## src/rtl/gray_tick_ctrl.sv

```systemverilog
// rtl/gray_tick_ctrl.sv - debounced run/step/speed tick controller driving the Gray counter clk_en
// Optional speed selection is compiled in with GRAY_TICK_SPEED_EN.
module gray_tick_ctrl #(
    parameter int DISTANCE = 100000000,
    parameter int DEBOUNCE = 1000000
) (
    input  logic       clk,
    input  logic       rst,
    input  logic       btn_run,
    input  logic       btn_step,
    input  logic       btn_speed,
    output logic       pulse,
    output logic       running,
    output logic [1:0] speed
);
    localparam int DW = $clog2(DEBOUNCE);
    localparam int CW = $clog2(DISTANCE);
    localparam logic [DW-1:0] DB_LAST = DW'(DEBOUNCE - 1);
    localparam logic [CW:0] DIST_FULL = (CW + 1)'(DISTANCE);
    localparam int B_RUN  = 0;
    localparam int B_STEP = 1;
`ifdef GRAY_TICK_SPEED_EN
    localparam int NB      = 3;
    localparam int B_SPEED = 2;
`else
    localparam int NB = 2;
`endif

    typedef enum logic {PAUSED = 1'b0, RUNNING = 1'b1} state_t;

    logic [NB-1:0] btn_raw;
    logic [NB-1:0] sync1_q, sync2_q, stable_q, prev_q, evt_q;
    logic [DW-1:0] db_cnt_q [NB];

`ifdef GRAY_TICK_SPEED_EN
    assign btn_raw = {btn_speed, btn_step, btn_run};
`else
    logic unused_btn_speed;
    assign unused_btn_speed = btn_speed;
    assign btn_raw = {btn_step, btn_run};
`endif

    // Each button: 2-FF sync, debounce against the accepted level, registered rising edge.
    always_ff @(posedge clk) begin
        if (!rst) begin
            sync1_q  <= '0;
            sync2_q  <= '0;
            stable_q <= '0;
            prev_q   <= '0;
            evt_q    <= '0;
            for (int b = 0; b < NB; b++) db_cnt_q[b] <= '0;
        end else begin
            sync1_q <= btn_raw;
            sync2_q <= sync1_q;
            prev_q  <= stable_q;
            evt_q   <= stable_q & ~prev_q;
            for (int b = 0; b < NB; b++) begin
                if (sync2_q[b] == stable_q[b]) begin
                    db_cnt_q[b] <= '0;
                end else if (db_cnt_q[b] == DB_LAST) begin
                    stable_q[b] <= sync2_q[b];
                    db_cnt_q[b] <= '0;
                end else begin
                    db_cnt_q[b] <= db_cnt_q[b] + DW'(1);
                end
            end
        end
    end

    state_t        state_q;
    logic [CW-1:0] cnt_q;
    logic          pulse_q;
    logic [CW:0]   limit;
    logic          run_evt, step_evt, spd_evt;
    logic          at_last, step_ok;

    assign run_evt  = evt_q[B_RUN];
    assign step_evt = evt_q[B_STEP];

`ifdef GRAY_TICK_SPEED_EN
    logic [1:0] speed_q;
    assign spd_evt = evt_q[B_SPEED];
    assign limit   = DIST_FULL >> speed_q;
    assign speed   = speed_q;
`else
    assign spd_evt = 1'b0;
    assign limit   = DIST_FULL;
    assign speed   = 2'b00;
`endif

    assign at_last = ({1'b0, cnt_q} == limit - (CW + 1)'(1));
    // A run toggle in the same cycle wins over a step.
    assign step_ok = step_evt && (state_q == PAUSED) && !run_evt;

    always_ff @(posedge clk) begin
        if (!rst) begin
            state_q <= RUNNING;
            cnt_q   <= '0;
            pulse_q <= 1'b0;
`ifdef GRAY_TICK_SPEED_EN
            speed_q <= 2'd0;
`endif
        end else begin
            pulse_q <= ((state_q == RUNNING) && at_last && !run_evt && !spd_evt) || step_ok;
            if (run_evt) state_q <= (state_q == RUNNING) ? PAUSED : RUNNING;
            if (run_evt || spd_evt || (state_q != RUNNING) || at_last) cnt_q <= '0;
            else cnt_q <= cnt_q + CW'(1);
`ifdef GRAY_TICK_SPEED_EN
            if (spd_evt) speed_q <= speed_q + 2'd1;
`endif
        end
    end

    assign pulse   = pulse_q;
    assign running = (state_q == RUNNING);

endmodule

```

## config.mk

```make
export PLATFORM = sky130hd
export DESIGN_NAME = gray_tick_ctrl
export DESIGN_NICKNAME = d
export VERILOG_FILES = /design/src/rtl/gray_tick_ctrl.sv
export SDC_FILE = /design/constraint.sdc
export NUM_CORES = 1
export LEC_CHECK = 0
export ABC_AREA = 1
export CORE_MARGIN = 5
export CORE_UTILIZATION = 60
export DETAILED_ROUTE_END_ITERATION = 7
export HOLD_SLACK_MARGIN = 0.02
export PLACE_DENSITY_LB_ADDON = 0.12
export SYNTH_ARGS = -nofsm -noshare
export SYNTH_HDL_FRONTEND = slang
export SYNTH_SLANG_ARGS = --single-unit
```

## constraint.sdc

```tcl
create_clock -name clk -period 4.2 [get_ports clk]
set_input_delay 1.05 -clock clk [delete_from_list [all_inputs] [get_ports clk]]
set_output_delay 1.05 -clock clk [all_outputs]
set_load 0.005 [all_outputs]
```

Yosys cells after proc, flatten, opt, wreduce, memory -nomap -nowiden:

Memory sizes are Yosys's and may differ from the RTL's.
Index checks and enable logic that the tools add are counted.

* reduce and logical (&&, ||, !) cells: 11
* bitwise gates (word level): 12
* multiplexer cells: 30
* add/sub/neg operators: 3
* eq/ne operators: 5

Operator list (number)
* 2-to-1 mux 20 bit: 6
* adder 20 x 1 -> 20 bit, second input constant: 2
* equality test 20 bit, second input constant: 2
* adder 27 x 1 -> 27 bit, second input constant: 1
* equality test 27 bit, second input constant: 1
* 2-to-1 mux 1 bit: 24
* OR 1 bit: 6
* logical AND 1 bit: 4
* NOT 1 bit: 4
* AND reduction 2 bit: 2
* logical OR 1 bit: 3
* bitwise AND 2 bit: 1
* equality test 1 bit: 2
* NOT 2 bit: 1
* OR reduction 2 bit: 1
* logical NOT 1 bit: 1

* register bits: 39
* logic and storage cells: 71
* output and inout bits: 4
* memories kept: 1
* bits in writable memories: 40

Memory list
* db_cnt_q: depth 2, width 20, rd ports 2, clocked after Yosys merged registers in 0, write ports 2, line 33 `logic [DW-1:0] db_cnt_q [NB];`

Logic depth before layout (Yosys ltp):

Gate-level depths: netlist (run 1).
An unclocked memory read counts as a cell.

* depth in word-level cells: 8
* gate-level depth with buffers: 10
* depth with buffers taken out: 10

Least setup slack after synthesis (run 1):

Ideal clock, no wire load.

* kind: input to register
* from: input port rst
* to: memory db_cnt_q[0][7] (netlist bit) (data pin)
* data arrival time: 1782 ps
* slack: 2279 ps
* stages: 6
* setup time: 139 ps
* required time: 4061 ps
* cells stage by stage: buf_2 nand2_1 nor2_1 nand2_4 buf_6 nor2_1

RTL lines
* from (decl): line 8 `input logic rst,`
* to (decl): line 33

Worst setup path after layout (run 1):

* from: register state_q, in the netlist running
* to: output port running

RTL lines
* from (decl): line 70 `state_t state_q;`
* from (signal assigned): line 105 `if (run_evt) state_q <= (state_q == RUNNING) ? PAUSED : RUNNING;`
* to (decl): line 13 `output logic running,`

No word-level cell between the ends.

==> results of run 1 <==
==> stage by stage <==
step                      cells  total power, mW  area (µm²)  hold WS (ps)
after floorplan             615           0.9130        4473         368.1
after global placement      712           0.9234        4586         374.6
final                       728            1.584        4828         387.3
after global routing        728            1.657        4828         398.5
after detailed placement    712           0.9258        4586         380.5
after CTS                   728            1.604        4828         392.4
==> cells in the final DEF, fill, tap and decap left out, drive strengths merged <==
cell type      count
inv               64
dfxtp             39
a21o               1
clkdlybuf4s50      5
nor2             146
nor3               5
ha                 3
buf                1
xor2              10
o21bai             3
and2               1
nand3             43
conb              42
nand3b             1
o21ai              7
a21oi             17
xnor2             19
clkinv             1
clkbuf             9
clkinvlp           1
or2                5
nand2            152
nand4             11
edfxtp            40
bufinv             3
==> state kept, by name (all words and copies together), names as in the netlist <==
signal	flops
db_cnt_q	40
cnt_q	27
evt_q	2
prev_q	2
stable_q	2
sync1_q	2
sync2_q	2
pulse	1
running	1
==> logic make-up after synthesis <==
logic type                 after synthesis  synth area share, %
and+or+nand+nor                        364                36.79
DFF                                     79                45.85
buffers and inverters                   70                6.975
xor gates and xnor gates                29                5.875
AOI/OAI and AO/OA                       28                3.473
adders and majority gates                3               0.8684
other                                    2               0.1737
==> power by group <==
| part | leakage, nW | switching, mW | internal [mW] |
|---|---|---|---|
| sequential | 0.728 | 0.0221 | 0.829 |
| combinational | 0.989 | 0.0379 | 0.0202 |
| clock | 0.118 | 0.277 | 0.397 |
==> final cells by class <==
class / count / area [µm²] / area share, %
sequential: 79 / 1982 / 41.05
clock inverter: 7 / 118.9 / 2.462
timing repair buffer: 6 / 57.56 / 1.192
multi-input combinational: 466 / 2190 / 45.35
inverter: 62 / 232.7 / 4.820
tap: 99 / 123.9 / 2.565
clock buffer: 9 / 123.9 / 2.565
==> metal layers <==
metal / vias up / wire, µm / global-route usage [%]
met5: - / 0 / 0
met4: 0 / 185 / 7.933
met3: 20 / 312 / 5.179
met2: 73 / 3680 / 34.17
met1: 1588 / 3501 / 22.47
li1: 1868 / - / -
==> path summary, 6_finish.rpt <==
check                                     from                       endpoint  slack [ps]  cells past startpoint
setup / recovery          running$_SDFFE_PN1P_                        running        1790                      1
hold / removal            prev_q[0]$_SDFF_PN0_            evt_q[0]$_SDFF_PN0_         390                      1
setup reg to reg  db_cnt_q[1][0]$_SDFFCE_PN0P_  db_cnt_q[1][11]$_SDFFCE_PN0P_        2090                      6
hold reg to reg           prev_q[0]$_SDFF_PN0_            evt_q[0]$_SDFF_PN0_         390                      1
==> impl_metrics.toml, run 1 <==
[grt]
antenna_found_initial = 0
grt_max_degree = 28
grt_pass1_wl_um = 14010
grt_pass1_vias = 3416
grt-ovfl-total = 0
grt_usage_pct = 19.50

[timing]
tightest_slew_ps = 657.9
rsz0062_at_grt = "false"
fin_crit_sh_pct = 57.38
setup_ws_ps = 1790
timing.final.setup_violations = 0
fin_worst_skew_ps = 7.388
finalCriticalPeriod_ps = 2410
clock.fmax_mhz = 414.9
fin_setup_tns_ps = 0
slew_headroom_pct = 56.04
hold_viol = 0
slew_violations = 0

[logic_synthesis]
netlist_area_mm2 = 0.004323
ys_ff_latch = 79
ys_warn_count = 0
ys_seq_area_share_pct = 45.85
syn_area_per_cell_um2 = 7.518
netlist_instances = 575
async_flop_share_pct = 0
yosys-top-cells-count = "nand2_1, nor2_1, inv_1"
synth-edff-count = 40
synth_flop_cell = "edfxtp_1"
synth_area_leaders = "edfxtp_1, dfxtp_1, nand2_1, nor2_1, inv_1"
synthDistinctLibCells = 30
synth_top_area_cell = "edfxtp_1"
yosysTopAreaCellShare_pct = 27.79
yosysMostFrequentCell = "nand2_1"

[worst_setup_path]
cp_cell_sequence = "clkdlybuf4s50_1"
crit_slowest_cell = "clkdlybuf4s50_1"
path_delay_family = "buffers and inverters"
worst-path-buf-inv = 1
crit_path_start_kind = "flop"
worstPathMaxFanout = 5
path_class = "reg -> out"
worstPathRequired_ps = 3150
cp_slowest_stage_delay_ps = 560
arrival_ps = 1360
cp-end-kind = "primary output"

[placed_design]
port_buffers = 5
dp_hpwl_um = 5735
place_ws_ps = 1477
gp_congestion = 0.9100

[clocking]
h-tree-depth = 3
clock_path_buffers = 2
clk_pin_slew_ps = 80
cts_sinks = 79
postCtsSetupBuffers = 0
clk-insertion-delay-late_ps = 340
ctsHoldBuffers = 0
cts_tree = "built"
cts_resized = 0
cts_root_buf = "clkbuf_8"
cts_made_buffers = 9

[power_and_ir_drop]
ir_drop_v = 0.0003235
p_leak_nw = 1.835
power_density_mw_per_mm2 = 328.0

[die]
row_count = 31
die_h_um = 94.88
coreArea_mm2 = 0.007137
start_util_pct = 60.57
die-width_um = 94.88
dieArea_mm2 = 0.009002
top_level_ports = 9

[min_path]
hold_path_class = "reg -> reg"

[routing]
vias = 3549
dr.pass1.iters = 5
ant_nets = 0
vias_per_cell = 4.875
drc = 0
wl_per_cell_um = 10.55
wl_um = 7679
drt_iter0_drc = 134

[cells_and_area]
final_util_pct = 67.65
nets = 632
fillCellCount = 630
final_layout_size_suffix_gt1_share_pct = 7.472
antenna_cells = 0
syn_to_final_growth_pct = 11.69

[flow_run]
max_cap_violations = 0

[status]
status = "finished, final reports clean"
No activity file was read; power rests on OpenSTA's default activity.
==> inputs of run 2 (changes only) <==
- clock period: 4.2 -> 2.37 ns (I/O delays scaled with it)
==> run 2 against run 1 <==
Compared with the run above: count of clock-buffer cells in the layout is the same; power grew 63%; core utilization shrank 0.67 points; cell count grew 0.14%; sequential power grew 77%; clock skew grew 0.76 ps; sequential share of layout area grew 0.41 points; flip-flop and latch count is the same; setup slack lost 1400 ps; via count shrank 0.42%; register-to-register slack lost 1700 ps; critical path type unchanged; largest cell class unchanged.
==> impl_metrics.toml, run 2 (synthesis results as in run 1) <==
[routing]
drt_iter0_drc = 135
dr.pass1.iters = 4
vias_per_cell = 4.848
vias = 3534
drc = 0
ant_nets = 0
wl_um = 7715
wl_per_cell_um = 10.58

[cells_and_area]
syn_to_final_growth_pct = 10.59
antenna_cells = 0
final_layout_size_suffix_gt1_share_pct = 7.619
largest_reg_flops = 40
regMostFlops = "db_cnt_q"
reg_top3 = "db_cnt_q (40), cnt_q (27)"
nets = 633
layout.cells.most_common_list = "nand2_1, nor2_1, inv_1"
fillCellCount = 667
final_common_cell = "nand2_1"
final_util_pct = 66.99
stdcell_count = 729

[worst_setup_path]
crit_path_start_kind = "flop"
worstPathRequired_ps = 1780
path_class = "reg -> out"
cp_cell_sequence = "clkdlybuf4s50_1"
cp-end-kind = "primary output"
worst-path-buf-inv = 1
path_delay_family = "buffers and inverters"
arrival_ps = 1360
cp_slowest_stage_delay_ps = 560
crit_slowest_cell = "clkdlybuf4s50_1"
worstPathMaxFanout = 5

[die]
start_util_pct = 60.57
coreArea_mm2 = 0.007137
top_level_ports = 9
row_count = 31
die_h_um = 94.88
dieArea_mm2 = 0.009002
die-width_um = 94.88

[clocking]
cts_tree = "built"
ctsHoldBuffers = 0
postCtsSetupBuffers = 0
cts_root_buf = "clkbuf_8"
cts_resized = 0
clk_pin_slew_ps = 80
clk-insertion-delay-late_ps = 340
cts_sinks = 79
h-tree-depth = 3
cts_made_buffers = 9
clock_path_buffers = 2

[timing]
fin_worst_skew_ps = 8.149
rsz0062_at_grt = "false"
timing.final.setup_violations = 0
fin_crit_sh_pct = 82.21
clock.fmax_mhz = 513.3
hold_viol = 0
slew_violations = 0
finalCriticalPeriod_ps = 1948
fin_setup_tns_ps = 0

[grt]
grt_usage_pct = 18.51
grt_pass1_wl_um = 13220
antenna_found_initial = 0
grt_pass1_vias = 3097
grt-ovfl-total = 0
grt_max_degree = 28

[power_and_ir_drop]
ir_drop_v = 0.0003798
power_density_mw_per_mm2 = 538.6
switchingPower_uw = 591.5
p_int_mw = 1.983
clkPwrFrac_pct = 37.4
comb_power_share_pct = 4.0
seq_power_share_pct = 58.6
p_leak_nw = 1.813
sw_frac_of_total_pct = 22.97

[placed_design]
placed_cells = 713
dp_hpwl_um = 5674
gp_congestion = 0.9148
port_buffers = 5

[status]
status = "finished, final reports clean"

[min_path]
hold_path_class = "reg -> reg"

[flow_run]
max_cap_violations = 0
-- run 2: changes by cell type in the layout (fill, tap and decap cells not counted) --
| cell | delta |
|---|---|
| inv_6 | -2 |
| bufinv_16 | -2 |
| clkinv_2 | +3 |
| buf_4 | +1 |
| clkinvlp_4 | +1 |
-- run 2: cell type report --
cell class              count  area [µm²]  area share [%]
multi-input cells         466        2190           45.80
well taps                  99       123.9           2.591
clock inverters             7       63.81           1.335
clock buffers               9       123.9           2.591
inverters                  62       232.7           4.868
repair buffers              7       65.06           1.361
flip-flops and latches     79        1982           41.46
-- run 2: worst paths after layout --
check        slack, ps  depth (start not counted)                       endpoint                         start
min reg2reg        390                          1            evt_q[0]$_SDFF_PN0_          prev_q[0]$_SDFF_PN0_
max                420                          1                        running          running$_SDFFE_PN1P_
min                390                          1            evt_q[0]$_SDFF_PN0_          prev_q[0]$_SDFF_PN0_
max reg2reg        430                          7  db_cnt_q[1][18]$_SDFFCE_PN0P_  db_cnt_q[1][0]$_SDFFCE_PN0P_
-- run 2: metal layers --
layer / global-route usage, % / vias to the layer above / wire [µm]
li1: - / 1868 / -
met2: 31.18 / 65 / 3645
met4: 7.212 / 0 / 139
met1: 23.29 / 1586 / 3605
met3: 3.745 / 15 / 325
met5: 0 / - / 0
-- run 2: stage by stage --
step	instance area (µm²)	hold WS, ps	setup WS [ps]	power [mW]
floorplan	4473	368.1	774.0	1.618
global placement	4593	373.8	363.2	1.637
detailed placement	4593	377.8	321.3	1.640
CTS	4781	399.5	375.4	2.606
global route	4781	408.1	272.8	2.692
finish	4781	394.7	421.7	2.575
-- run 2: power by group through the flow --
stage               Sequential, mW  Clock [mW]  Combinational [mW]
finish                        1.51       0.964               0.102
detailed placement            1.54           0               0.101
CTS                           1.51       0.997               0.101
global placement              1.54           0              0.0987
floorplan                     1.53           0              0.0889
global route                  1.52        1.06               0.119
